<file path="config.mk">
export PLATFORM = sky130hd
export DESIGN_NAME = tile_update_ctrl
export DESIGN_NICKNAME = d
export VERILOG_FILES = /design/src/rtl/tile_update_ctrl.sv
export SDC_FILE = /design/constraint.sdc
export NUM_CORES = 1
export LEC_CHECK = 0
export CAP_MARGIN = 20
export CORE_MARGIN = 2
export CORE_UTILIZATION = 56
export CTS_CLUSTER_SIZE = 20
export DETAILED_ROUTE_END_ITERATION = 10
export PLACE_DENSITY_LB_ADDON = 0.1
export SYNTH_ARGS = -nofsm -noshare
export SYNTH_HDL_FRONTEND = slang
export SYNTH_SLANG_ARGS = --single-unit
</file>
<file path="constraint.sdc">
create_clock -name clk -period 10.34 [get_ports clk]
set_input_delay 1.551 -clock clk [delete_from_list [all_inputs] [get_ports clk]]
set_output_delay 1.551 -clock clk [all_outputs]
set_load 0.01 [all_outputs]
</file>
<file path="src/rtl/tile_update_ctrl.sv">
// Tile update controller: one read-evaluate-write pass on the map tile under the player per frame_tick.
// Define SCORE_BCD_EN for a 3-digit BCD score (saturating at 999); the default build keeps a binary score saturating at 1023.
module tile_update_ctrl #(
  parameter int TILE_PX  = 40,
  parameter int MAP_COLS = 16,
  parameter int MAP_ROWS = 12
) (
  input  logic        clk,
  input  logic        rst,
  input  logic        frame_tick,
  input  logic [9:0]  player_xpos,
  input  logic [8:0]  player_ypos,
  input  logic        direction,
  input  logic        up_direction,
  input  logic        map_busy,
  input  logic [5:0]  map_rd_data,
  output logic [7:0]  map_addr,
  output logic        map_we,
  output logic [5:0]  map_wr_data,
  output logic [11:0] score,
  output logic        busy,
  output logic        done,
  output logic        overrun
);

  typedef enum logic [2:0] {IDLE, ADDR, WAIT, EVAL, WRITE, DONE} state_t;

  state_t      state, state_nxt;
  logic [7:0]  addr_q;
  logic        in_half_q, up_q, in_range_q, point_q;
  logic [5:0]  tile_q, wr_code_q;
  logic [11:0] score_q;
  logic        overrun_q;

  logic [9:0]  col_calc, rel_calc;
  logic [8:0]  row_calc;
  logic [7:0]  addr_calc;
  logic        in_range_calc, in_half_calc;
  logic        eval_write, eval_point;
  logic [5:0]  eval_code;

  // Tile coordinates are derived at the tick so the pass never depends on later input changes.
  always_comb begin
    col_calc      = 10'(32'(player_xpos) / TILE_PX);
    rel_calc      = 10'(32'(player_xpos) % TILE_PX);
    row_calc      = 9'(32'(player_ypos) / TILE_PX);
    addr_calc     = 8'(32'(row_calc) * MAP_COLS + 32'(col_calc));
    in_range_calc = (32'(col_calc) < MAP_COLS) && (32'(row_calc) < MAP_ROWS);
    in_half_calc  = direction ? (32'(rel_calc) >= TILE_PX / 2) : (32'(rel_calc) < TILE_PX / 2);
  end

`ifdef SCORE_BCD_EN
  function automatic logic [11:0] score_inc(input logic [11:0] s);
    logic [3:0] d0, d1, d2;
    d0 = s[3:0];
    d1 = s[7:4];
    d2 = s[11:8];
    if (s == 12'h999) return s;
    if (d0 == 4'd9) begin
      d0 = 4'd0;
      if (d1 == 4'd9) begin
        d1 = 4'd0;
        d2 = d2 + 4'd1;
      end else begin
        d1 = d1 + 4'd1;
      end
    end else begin
      d0 = d0 + 4'd1;
    end
    return {d2, d1, d0};
  endfunction
`else
  function automatic logic [11:0] score_inc(input logic [11:0] s);
    if (s >= 12'd1023) return 12'd1023;
    return s + 12'd1;
  endfunction
`endif

  always_ff @(posedge clk) begin
    if (rst) begin
      state      <= IDLE;
      addr_q     <= '0;
      in_half_q  <= 1'b0;
      up_q       <= 1'b0;
      in_range_q <= 1'b0;
      tile_q     <= '0;
      wr_code_q  <= '0;
      point_q    <= 1'b0;
      score_q    <= '0;
      overrun_q  <= 1'b0;
    end else begin
      state <= state_nxt;
      if (state == IDLE && frame_tick) begin
        addr_q     <= addr_calc;
        in_half_q  <= in_half_calc;
        up_q       <= up_direction;
        in_range_q <= in_range_calc;
      end
      if (state != IDLE && frame_tick) overrun_q <= 1'b1;
      if (state == WAIT) tile_q <= map_rd_data;
      if (state == EVAL) begin
        wr_code_q <= eval_code;
        point_q   <= eval_point;
      end
      if (state == WRITE && !map_busy && point_q) score_q <= score_inc(score_q);
    end
  end

  // Outputs are forced to their idle values while rst is high so an in-flight write is suppressed.
  always_comb begin
    state_nxt   = state;
    map_addr    = '0;
    map_we      = 1'b0;
    map_wr_data = '0;
    eval_write  = 1'b0;
    eval_point  = 1'b0;
    eval_code   = '0;
    case (tile_q)
      6'd28: begin eval_write = 1'b1; eval_point = 1'b1; eval_code = 6'd0; end
      6'd3:  if (in_half_q && up_q) begin eval_write = 1'b1; eval_point = 1'b1; eval_code = 6'd34; end
      6'd9:  if (in_half_q && up_q) begin eval_write = 1'b1; eval_code = 6'd0; end
      default: ;
    endcase
    case (state)
      IDLE:  if (frame_tick) state_nxt = ADDR;
      ADDR: begin
        if (!in_range_q) state_nxt = DONE;
        else if (!map_busy) begin
          map_addr  = addr_q;
          state_nxt = WAIT;
        end
      end
      WAIT:  state_nxt = EVAL;
      EVAL:  state_nxt = eval_write ? WRITE : DONE;
      WRITE: if (!map_busy) begin
        map_addr    = addr_q;
        map_we      = 1'b1;
        map_wr_data = wr_code_q;
        state_nxt   = DONE;
      end
      DONE:  state_nxt = IDLE;
      default: state_nxt = IDLE;
    endcase
    busy    = (state != IDLE);
    done    = (state == DONE);
    score   = score_q;
    overrun = overrun_q;
    if (rst) begin
      map_addr    = '0;
      map_we      = 1'b0;
      map_wr_data = '0;
      busy        = 1'b0;
      done        = 1'b0;
      score       = '0;
      overrun     = 1'b0;
    end
  end

endmodule

</file>
Word-level counts from Yosys, hierarchy flattened
Cells that the tools add are included.
{"block": "word_totals", "register_bits": 40, "inputBits": 31}
{"block": "classes", "add_sub_neg": 2, "div": 3, "n_lt_le_gt_ge": 5, "n_eq_ne": 11, "muxes": 31, "reduce_logical": 11}
{"operator": "2-to-1 mux 12 bit", "n": 3}
{"operator": "divider 10 x 6 -> 32 bit, second input constant", "n": 1}
{"operator": "divider 9 x 6 -> 32 bit, second input constant", "n": 1}
{"operator": "remainder unit 10 x 6 -> 32 bit, second input constant", "n": 1}
{"operator": "2-to-1 mux 6 bit", "n": 5}
{"operator": "2-to-1 mux 8 bit", "n": 3}
{"operator": "< comparator 10 x 5 -> 1 bit, second input constant", "n": 2}
{"operator": "case mux 8 bit (2 select lines)", "n": 1}
{"operator": "case mux 3 bit (5 select lines)", "n": 1}
{"operator": "adder 12 x 1 -> 12 bit, second input constant", "n": 1}
{"operator": "greater-or-equal comparator 12 x 10 -> 1 bit, second input constant", "n": 1}
{"operator": "2-to-1 mux 1 bit", "n": 12}
{"operator": "2-to-1 mux 3 bit", "n": 4}
{"operator": "greater-or-equal comparator 10 x 5 -> 1 bit, second input constant", "n": 1}
{"operator": "< comparator 9 x 4 -> 1 bit, second input constant", "n": 1}
{"operator": "adder 8 bit", "n": 1}
{"operator": "equality test 3 x 2 -> 1 bit, second input constant", "n": 2}
{"operator": "equality test 3 bit, second input constant", "n": 2}
{"operator": "equality test 6 x 2 -> 1 bit, second input constant", "n": 1}
{"operator": "equality test 6 x 4 -> 1 bit, second input constant", "n": 1}
{"operator": "equality test 6 x 5 -> 1 bit, second input constant", "n": 1}
{"operator": "logical AND 1 bit", "n": 6}
{"operator": "inequality test 2 bit, second input constant", "n": 2}
{"operator": "case mux 1 bit (2 select lines)", "n": 2}
{"operator": "other kinds (7)", "n": 7}

Logic depth before layout (Yosys ltp)
Gate-level depths: netlist of the first run.
{"block": "depth", "depth_word": 6, "mapped_depth": 19, "ltp_nobuf": 17}

Worst setup path after synthesis of the first run
Ideal clock, no wire load.
{"block": "synth_path", "path_type": "input -> register", "start": "in player_xpos[8]", "end": "reg in_half_q", "t_arrival_ps": 4743, "required_time_ps": 10198, "setup_slack_ps": 5456, "stages": 14, "path_buffers": 1, "path_cell_list": "buf_4 > nor2_1 > inv_1 > ha_1 > and2b_1 > o21ai_0 > a221o_1 > a311o_1 > or4_4 > o211a_2 > nand3_1 > mux2_2 > a311oi_1 > a311oi_1"}
{"block": "synth_between", "elab_chain_cells": 3}
{"element": "start: declaration", "line": "11", "text": "input logic [9:0] player_xpos,"}
{"element": "remainder unit 10 x 6 -> 32 bit (*)", "line": "45", "text": "rel_calc = 10'(32'(player_xpos) % TILE_PX);"}
{"element": "< comparator 10 x 5 -> 1 bit / greater-or-equal comparator 10 x 5 -> 1 bit (equally long branches)", "line": "49", "text": "in_half_calc = direction ? (32'(rel_calc) >= TILE_PX / 2) : (32'(rel_calc) < TILE_PX / 2);"}
{"element": "2-to-1 mux 1 bit (*)", "line": "49"}
{"element": "end signal: assignment", "line": "95", "text": "in_half_q <= in_half_calc;"}
{"element": "end: declaration", "line": "30", "text": "logic in_half_q, up_q, in_range_q, point_q;"}
Every way passes the cells marked *; elsewhere a longest branch is shown, timed or not.
A chain may end at the register's enable or synchronous reset.

Worst setup path in the final report of the first run
{"block": "layout_path", "start": "in player_xpos[7]", "end": "reg in_half_q"}
The elaborated chain is that of the path after synthesis.

==> results.sh, run 1 <==
export IMPL_outcome="finished clean"
export IMPL_whs_ps=452
export IMPL_area_growth_pct=19.5
export IMPL_fin_crit_sh_pct=56.3
export IMPL_port_buffers=53
export IMPL_clkTransAtPathRegs_ps=70
export IMPL_grt_pass1_vias=2797
export IMPL_diodes=0
export IMPL_synth_ff_type="dfxtp_1"
export IMPL_nets=481
export IMPL_die_area_um2=5940
export IMPL_synth_edf_count=0
export IMPL_timing_fmax_mhz=172
export IMPL_drtAntennaViolNets=0
export IMPL_first_pass_iters=5
export IMPL_dr_first_iter_drc_count=148
export IMPL_rsz0062_at_grt="false"
export IMPL_setup_viol=0
export IMPL_rows=26
export IMPL_cts_root_buf="clkbuf_8"
export IMPL_htreeDepth=2
export IMPL_avgSynthCellArea_um2=7.28
export IMPL_crit_family="compound AO/OA/AOI/OAI gates"
export IMPL_drc=0
export IMPL_worstHoldPathCells=2
export IMPL_path_max_fanout=25
export IMPL_grt_pass1_wl_um=12100
export IMPL_holdBufCountCts=0
export IMPL_hold_viol_final=0
export IMPL_max_stage_delay_ps=790
export IMPL_tritoncts="yes"
export IMPL_ys_types=70
export IMPL_io_pins=61
export IMPL_cts_buffer_depth=2
export IMPL_max_slew_margin_pct=28.1
export IMPL_p_leak_nw=1.26
export IMPL_start_util_pct=58.2
export IMPL_crit_buf_inv=2
export IMPL_cp_depth=14
export IMPL_required_ps=10490
export IMPL_place_gp_congestion=0.884
export IMPL_worst_pin_slew_ps=1070
export IMPL_die_h_um=77.1
export IMPL_syn_inst=411
export IMPL_cp_slowest_cell="clkdlybuf4s50_1"
export IMPL_setup_worst_path_start_class="primary input"
export IMPL_finalSetupTns_ps=0
export IMPL_overflow=0
export IMPL_ys_warnings_count=0
export IMPL_synthArstFlopShare_pct=0
export IMPL_critPathKind="primary input to flop"
export IMPL_design_core_area_um2=5140
export IMPL_crit_top_cell="a311oi_1"
export IMPL_finClkSkew_ps=3.65
export IMPL_cp_data_arrival_time_ps=5980
export IMPL_cts_resized=0
export IMPL_pwr_density_cell_nw_per_um2=108
export IMPL_syn_area_um2=2990
export IMPL_clkLatencyLatePin_ps=290
export IMPL_drive_above_1_share_pct=5.62
export IMPL_final_util_pct=69.5
export IMPL_r2r_cells=9
export IMPL_cts_buffers=5
export IMPL_drv_cap=0
export IMPL_place_hpwl_um=5170
export IMPL_antenna_found_initial=0
export IMPL_via_per_inst=6.00
export IMPL_cts_sinks=35
export IMPL_finalWirelength_um=7090
export IMPL_fin_crit_ps=5820
export IMPL_crit_chain="clkdlybuf4s50_1, nor2_1, inv_1, ha_1, and2b_1, o21ai_0, a221o_1, a311oi_1, a32oi_1, o211a_2, nand3_1, mux2_2, a311oi_1, a311oi_1"
export IMPL_vias=3090
export IMPL_cp_end_kind="flop"
export IMPL_synth_seq_cells=35
export IMPL_postCtsSetupBuffers=0
export IMPL_slew_viol_final=0
export IMPL_yosysSeqAreaShare_pct=23.4
export IMPL_grt_usage_pct=23.9
export IMPL_grt_max_degree=50
export IMPL_worst_ir_drop_vdd_mv=0.0591
export IMPL_die_w_um=77.1
export IMPL_post_drt_wl_per_cell_um=13.8
export IMPL_hold_class="flop to flop"
==> where the power goes <==
group	switching, mW	internal [mW]
Combinational	0.0772	0.0579
Clock	0.0460	0.0522
Sequential	0.00917	0.145
Total	0.132	0.255
==> layout make-up <==
class / instances / area (µm²)
Inverter: 16 / 60.1
Clock buffer: 6 / 82.6
Tap cell: 70 / 87.6
Timing Repair Buffer: 56 / 551
Clock inverter: 1 / 5.00
Multi-Input combinational cell: 331 / 2090
Fill cell: 480 / 1570
Sequential cell: 35 / 701
==> path summary, 6_finish.rpt <==
| kind | startpoint | end | slack, ps |
|---|---|---|---|
| max reg2reg | state[2] | score_q[7] | 7990 |
| min | addr_q[4] | addr_q[4] | 450 |
| min reg2reg | addr_q[4] | addr_q[4] | 450 |
| max | player_xpos[7] | in_half_q | 4520 |
==> worst reg2reg max path, delay by kind of cell (launching register included) <==
family | cells | cell delay [ps]
AOI/OAI and AO/OA | 1 | 130
DFF | 1 | 460
and+or+nand+nor | 5 | 1210
buffers and inverters | 2 | 320
xor gates and xnor gates | 1 | 160
==> stage by stage <==
step | power (mW) | instance area (µm²) | setup slack, ps | cells
2_1_floorplan | 0.256 | 3000 | 5460 | 414
3_3_place_gp | 0.286 | 3480 | 4350 | 507
3_5_place_dp | 0.290 | 3480 | 4250 | 507
4_1_cts | 0.388 | 3570 | 4560 | 514
5_1_grt | 0.411 | 3570 | 4160 | 515
6_report | 0.387 | 3570 | 4520 | 515
==> cells in the final DEF (no fill, tap or decap), types with 4 or more instances in the layout <==
| cell type | synthesis | routed |
|---|---|---|
| clkbuf_8 | 0 | 6 |
| conb_1 | 1 | 4 |
| clkdlybuf4s50_1 | 0 | 53 |
| a21o_1 | 4 | 4 |
| a211oi_1 | 11 | 11 |
| a31oi_1 | 5 | 5 |
| and2_1 | 14 | 14 |
| o21ai_0 | 22 | 22 |
| o211ai_1 | 5 | 5 |
| nor4_1 | 4 | 4 |
| nor2_1 | 46 | 46 |
| nand3_1 | 7 | 7 |
| inv_1 | 15 | 15 |
| mux2i_1 | 9 | 9 |
| xnor2_1 | 7 | 7 |
| nand3b_1 | 5 | 5 |
| and3_1 | 5 | 5 |
| dfxtp_1 | 35 | 35 |
| nand2b_1 | 4 | 4 |
| nor2b_1 | 19 | 19 |
| nor3_1 | 11 | 11 |
| a311oi_1 | 6 | 6 |
| o31a_1 | 5 | 5 |
| nand2_1 | 38 | 38 |
| o31ai_1 | 4 | 4 |
| a21oi_1 | 25 | 25 |
| ha_1 | 5 | 5 |
| nand4_1 | 6 | 6 |
==> flip-flops by register name, indices dropped and copies added, names as in the netlist <==
register	count
in_range_q	1
score_q	12
up_q	1
overrun_q	1
addr_q	8
point_q	1
tile_q	6
wr_code_q	1
in_half_q	1
state	3
==> synth_stat cells (6+ instances only) <==
cell type / number / area (µm²)
clkbuf_1: 17 / 63.8
mux2i_1: 9 / 90.1
a21oi_1: 25 / 125
and2_1: 14 / 87.6
nand4_1: 6 / 37.5
a211oi_1: 11 / 82.6
dfxtp_1: 35 / 701
a311oi_1: 6 / 52.6
nor2_1: 46 / 173
nand2_1: 38 / 143
inv_1: 15 / 56.3
nand3_1: 7 / 35.0
buf_2: 6 / 30.0
xnor2_1: 7 / 61.3
nor2b_1: 19 / 119
o21ai_0: 22 / 110
buf_4: 7 / 52.6
nor3_1: 11 / 55.1
==> metal layers <==
metal	vias to the layer above	part of all wire (%)	track usage [%]
met2	70	50	41.5
met3	5	4.2	2.47
met5	-	0	0
met4	0	0.99	7.50
met1	1442	45	31.3
li1	1573	-	-
==> cells by family after synthesis <==
family | share of synthesized area, %
other | 0.125
AND/OR/NAND/NOR | 32.6
AO/OA/AOI/OAI | 27.7
multiplexers | 3.39
XOR/XNOR | 2.93
adder cells (fa/ha/maj) | 2.76
flip-flops | 23.4
buffers and inverters | 7.15
(Power assumes the default switching activity.)
==> run 2: changes to the inputs <==
--- a/config.mk
+++ b/config.mk
@@ -7,7 +7,7 @@
 export LEC_CHECK = 0
 export CAP_MARGIN = 20
 export CORE_MARGIN = 2
-export CORE_UTILIZATION = 56
+export CORE_UTILIZATION = 52
 export CTS_CLUSTER_SIZE = 20
 export DETAILED_ROUTE_END_ITERATION = 10
 export PLACE_DENSITY_LB_ADDON = 0.1
==> constraint.sdc (replaced) <==
create_clock -name clk -period 6.1 [get_ports clk]
set_input_delay 0.915 -clock clk [delete_from_list [all_inputs] [get_ports clk]]
set_output_delay 0.915 -clock clk [all_outputs]
set_load 0.01 [all_outputs]
==> results.sh, run 2 (synthesized netlist as in run 1, its figures left out) <==
export IMPL_outcome="finished clean"
export IMPL_first_pass_iters=5
export IMPL_grt_pass1_vias=2709
export IMPL_tritoncts="yes"
export IMPL_drive_above_1_share_pct=5.82
export IMPL_cts_sinks=35
export IMPL_grt_pass1_wl_um=11900
export IMPL_grt_usage_pct=22.6
export IMPL_cts_buffers=5
export IMPL_grt_max_degree=50
export IMPL_multi_input_area_um2=2090
export IMPL_io_pins=61
export IMPL_dr_first_iter_drc_count=129
export IMPL_slew_viol_final=0
export IMPL_start_util_pct=54.0
export IMPL_path_max_fanout=20
export IMPL_hold_class="flop to flop"
export IMPL_pwr_density_cell_nw_per_um2=179
export IMPL_drtAntennaViolNets=0
export IMPL_drv_cap=0
export IMPL_dp_cells=512
export IMPL_area_growth_pct=19.8
export IMPL_p_leak_nw=1.26
export IMPL_nets=484
export IMPL_rsz0062_at_grt="false"
export IMPL_setup_worst_path_start_class="primary input"
export IMPL_diodes=0
export IMPL_cp_data_arrival_time_ps=5020
export IMPL_overflow=0
export IMPL_regArea_um2=701
export IMPL_whs_ps=446
export IMPL_max_slew_margin_pct=34.1
export IMPL_htreeDepth=2
export IMPL_fin_crit_sh_pct=79.8
export IMPL_whs_endpoint="addr_q[2]"
export IMPL_rrSetupSlack_ps=3730
export IMPL_cp_end_kind="flop"
export IMPL_timing_fmax_mhz=205
export IMPL_die_w_um=79.8
export IMPL_instances_no_fill=519
export IMPL_fin_crit_ps=4870
export IMPL_place_gp_congestion=0.906
export IMPL_setup_viol=0
export IMPL_nFillCells=529
export IMPL_die_h_um=79.8
export IMPL_antenna_found_initial=0
export IMPL_place_hpwl_um=5160
export IMPL_largest_reg_flops=12
export IMPL_die_area_um2=6370
export IMPL_rows=27
export IMPL_holdBufCountCts=0
export IMPL_r2r_cells=9
export IMPL_finalWirelength_um=6970
export IMPL_via_per_inst=5.97
export IMPL_most_common_layout_cells="53 x clkdlybuf4s50_1, 46 x nor2_1, 38 x nand2_1"
export IMPL_critPathKind="primary input to flop"
export IMPL_largest_register="score_q"
export IMPL_worstHoldPathCells=2
export IMPL_cts_root_buf="clkbuf_8"
export IMPL_clkLatencyLatePin_ps=290
export IMPL_vias=3100
export IMPL_hold_viol_final=0
export IMPL_clkTransAtPathRegs_ps=60
export IMPL_worst_pin_slew_ps=979
export IMPL_r2r_start="state[2]"
export IMPL_cts_buffer_depth=2
export IMPL_drc=0
export IMPL_post_drt_wl_per_cell_um=13.4
export IMPL_required_ps=6250
export IMPL_layout_commonest_cell="clkdlybuf4s50_1"
export IMPL_finalSetupTns_ps=0
export IMPL_finClkSkew_ps=4.94
export IMPL_port_buffers=53
export IMPL_r2r_end="score_q[7]"
export IMPL_hp_start="addr_q[2]"
export IMPL_worst_ir_drop_vdd_mv=0.120
export IMPL_postCtsSetupBuffers=0
export IMPL_design_core_area_um2=5540
export IMPL_top_regs="score_q (12), addr_q (8), tile_q (6)"
export IMPL_cts_resized=0
-- run 2: where the power goes --
part	leakage (nW)	internal [mW]	switching, mW
clock	0.0371	0.0759	0.0751
sequential	0.285	0.246	0.0146
combinational	0.938	0.0992	0.129
total	1.26	0.421	0.219
-- run 2: area by class of cell --
cell class	instances	area share [%]
timing repair buffer	59	16.0
clock buffer	6	2.03
multi-input combinational	331	58.2
tap	72	2.51
sequential	35	19.6
inverter	16	1.68
-- run 2: worst max-delay path by stage --
| stage | startpoint | to | depth (start not counted) |
|---|---|---|---|
| after CTS | player_xpos[8] | in_half_q | 15 |
| after detailed placement | player_xpos[8] | in_half_q | 15 |
| after global routing | player_xpos[8] | in_half_q | 15 |
| after floorplan | player_xpos[8] | in_half_q | 14 |
| after global placement | player_xpos[8] | in_half_q | 15 |
| final | player_xpos[8] | in_half_q | 15 |
-- run 2: critical path, stage by stage --
cell	delay, ps
clkdlybuf4s50_1	390
buf_4	190
nor2_1	230
inv_1	100
ha_1	390
and2b_1	360
o21ai_0	120
a221o_1	350
a311oi_1	530
a32oi_1	230
o211a_2	310
nand3_1	130
mux2_2	370
a311oi_1	300
a311oi_1	80
-- run 2: metrics by stage --
| stage | util [%] | instance area, µm² | power [mW] | setup WS, ps |
|---|---|---|---|---|
| floorplan | - | 3000 | 0.434 | 1850 |
| global placement | 63.3 | 3510 | 0.487 | 1070 |
| detailed placement | 63.3 | 3510 | 0.493 | 987 |
| CTS | 64.6 | 3580 | 0.644 | 1290 |
| global route | 64.7 | 3580 | 0.685 | 912 |
| finish | 64.7 | 3580 | 0.640 | 1230 |
-- run 2: per-layer routing --
| layer | global-route usage, % | up-vias | routed length [µm] | part of all wire (%) |
|---|---|---|---|---|
| met4 | 7.97 | 0 | 159 | 2.3 |
| met2 | 37.9 | 94 | 3220 | 46 |
| li1 | - | 1581 | - | - |
| met1 | 29.3 | 1411 | 3250 | 47 |
| met5 | 0 | - | 0 | 0 |
| met3 | 3.51 | 14 | 346 | 5.0 |
==> run 3: changes to the inputs <==
--- a/config.mk
+++ b/config.mk
@@ -7,7 +7,7 @@
 export LEC_CHECK = 0
 export CAP_MARGIN = 20
 export CORE_MARGIN = 2
-export CORE_UTILIZATION = 52
+export CORE_UTILIZATION = 47
 export CTS_CLUSTER_SIZE = 20
 export DETAILED_ROUTE_END_ITERATION = 10
 export PLACE_DENSITY_LB_ADDON = 0.1
==> constraint.sdc (replaced) <==
create_clock -name clk -period 4.47 [get_ports clk]
set_input_delay 0.6705 -clock clk [delete_from_list [all_inputs] [get_ports clk]]
set_output_delay 0.6705 -clock clk [all_outputs]
set_load 0.01 [all_outputs]
==> results.sh, run 3 (synthesized netlist as in run 1, its figures left out) <==
export IMPL_outcome="finished clean"
export IMPL_io_pins=61
export IMPL_die_w_um=83.8
export IMPL_largest_reg_flops=12
export IMPL_grt_max_degree=25
export IMPL_grt_pass1_vias=2843
export IMPL_clkLatencyLatePin_ps=290
export IMPL_antenna_found_initial=0
export IMPL_fin_crit_sh_pct=91.1
export IMPL_area_growth_pct=23.5
export IMPL_postCtsSetupBuffers=0
export IMPL_cts_buffer_depth=2
export IMPL_cp_slowest_cell="or4_4"
export IMPL_worst_pin_slew_ps=547
export IMPL_required_ps=4620
export IMPL_via_per_inst=5.66
export IMPL_place_ws_ps=113
export IMPL_drtAntennaViolNets=0
export IMPL_worst_ir_drop_vdd_mv=0.130
export IMPL_pwr_density_cell_nw_per_um2=245
export IMPL_nets=496
export IMPL_max_stage_delay_ps=500
export IMPL_most_common_layout_cells="53 x clkdlybuf4s50_1, 46 x nor2_1, 38 x nand2_1"
export IMPL_drv_cap=0
export IMPL_grt_pass1_wl_um=12600
export IMPL_top_regs="score_q (12), addr_q (8), tile_q (6)"
export IMPL_hold_class="flop to flop"
export IMPL_cts_sinks=35
export IMPL_grt_usage_pct=21.1
export IMPL_rsz0062_at_grt="false"
export IMPL_largest_register="score_q"
export IMPL_p_leak_nw=1.32
export IMPL_cp_end_kind="flop"
export IMPL_die_area_um2=7020
export IMPL_slew_viol_final=0
export IMPL_cp_data_arrival_time_ps=4220
export IMPL_cts_resized=0
export IMPL_design_core_area_um2=6240
export IMPL_start_util_pct=47.9
export IMPL_diodes=0
export IMPL_place_gp_congestion=0.900
export IMPL_layout_commonest_cell="clkdlybuf4s50_1"
export IMPL_drc=0
export IMPL_holdBufCountCts=0
export IMPL_timing_fmax_mhz=246
export IMPL_die_h_um=83.8
export IMPL_drive_above_1_share_pct=8.68
export IMPL_vias=3046
export IMPL_first_pass_iters=4
export IMPL_setup_viol=0
export IMPL_tritoncts="yes"
export IMPL_finClkSkew_ps=9.11
export IMPL_crit_top_cell="a311oi_1"
export IMPL_fin_crit_ps=4070
export IMPL_place_hpwl_um=5570
export IMPL_crit_family="compound AO/OA/AOI/OAI gates"
export IMPL_dr_first_iter_drc_count=80
export IMPL_overflow=0
export IMPL_port_buffers=53
export IMPL_setup_worst_path_start_class="primary input"
export IMPL_critPathKind="primary input to flop"
export IMPL_path_max_fanout=6
export IMPL_crit_buf_inv=2
export IMPL_cts_root_buf="clkbuf_8"
export IMPL_finalSetupTns_ps=0
export IMPL_htreeDepth=2
export IMPL_hold_viol_final=0
export IMPL_crit_chain="clkdlybuf4s50_1, nor2_1, inv_1, ha_1, nand2b_1, o21ai_0, a221o_1, a311o_1, or4_4, o211a_2, nand3_1, mux2_2, a311oi_1, a311oi_1"
export IMPL_cts_buffers=5
export IMPL_finalWirelength_um=7370
export IMPL_clkTransAtPathRegs_ps=70
export IMPL_rows=29
export IMPL_max_slew_margin_pct=63.3
export IMPL_post_drt_wl_per_cell_um=13.7
export IMPL_fin_ws_ps=399
run 3: changes by cell type in the layout (fill, tap and decap cells not counted), sizes merged:
cell and change:
buf +13, clkbuf -1, clkinv +1, clkinvlp +1
run 3: power breakdown:
group | internal (mW) | switching (mW)
clock | 0.109 | 0.116
combinational | 0.145 | 0.178
sequential | 0.335 | 0.0202
run 3: final timing paths:
| kind | start | end | slack, ps | depth (start not counted) |
|---|---|---|---|---|
| setup / recovery | player_xpos[8] | in_half_q | 400 | 14 |
| hold / removal | addr_q[2] | addr_q[2] | 450 | 2 |
| hold reg to reg | addr_q[2] | addr_q[2] | 450 | 2 |
| setup reg to reg | state[2] | score_q[7] | 2110 | 9 |
run 3: layout make-up:
cell class	count	area, µm²
Inverter	16	60.1
Tap cell	77	96.3
Fill cell	590	2550
Clock buffer	6	72.6
Multi-Input combinational cell	331	2090
Clock inverter	2	12.5
Sequential cell	35	701
Timing Repair Buffer	71	663
run 3: worst register-to-register path, delay by kind of cell (launching register included):
| kind | cells | cell delay, ps |
|---|---|---|
| xor gates and xnor gates | 1 | 160 |
| buffers and inverters | 2 | 310 |
| DFF | 1 | 470 |
| AOI/OAI and AO/OA | 1 | 130 |
| and+or+nand+nor | 5 | 1220 |
run 3: per-layer routing:
metal | track usage, % | vias to the layer above | wire (µm) | share of wire (%)
met5 | 0 | - | 0 | 0
met4 | 5.72 | 0 | 101 | 1.4
met3 | 3.56 | 8 | 263 | 3.6
met2 | 35.9 | 58 | 3420 | 46
met1 | 27.7 | 1386 | 3580 | 49
li1 | - | 1594 | - | -
run 3: per-stage QoR:
| step | power, mW | std cells | instance area [µm²] | hold WS [ps] | utilization [%] |
|---|---|---|---|---|---|
| 6_report | 0.903 | 538 | 3690 | 450 | 59.2 |
| 5_1_grt | 0.966 | 538 | 3690 | 477 | 59.2 |
| 4_1_cts | 0.909 | 537 | 3690 | 451 | 59.1 |
| 3_5_place_dp | 0.685 | 529 | 3600 | 442 | 57.7 |
| 3_3_place_gp | 0.679 | 529 | 3600 | 435 | 57.7 |
| 2_1_floorplan | 0.592 | 414 | 3000 | 427 | - |
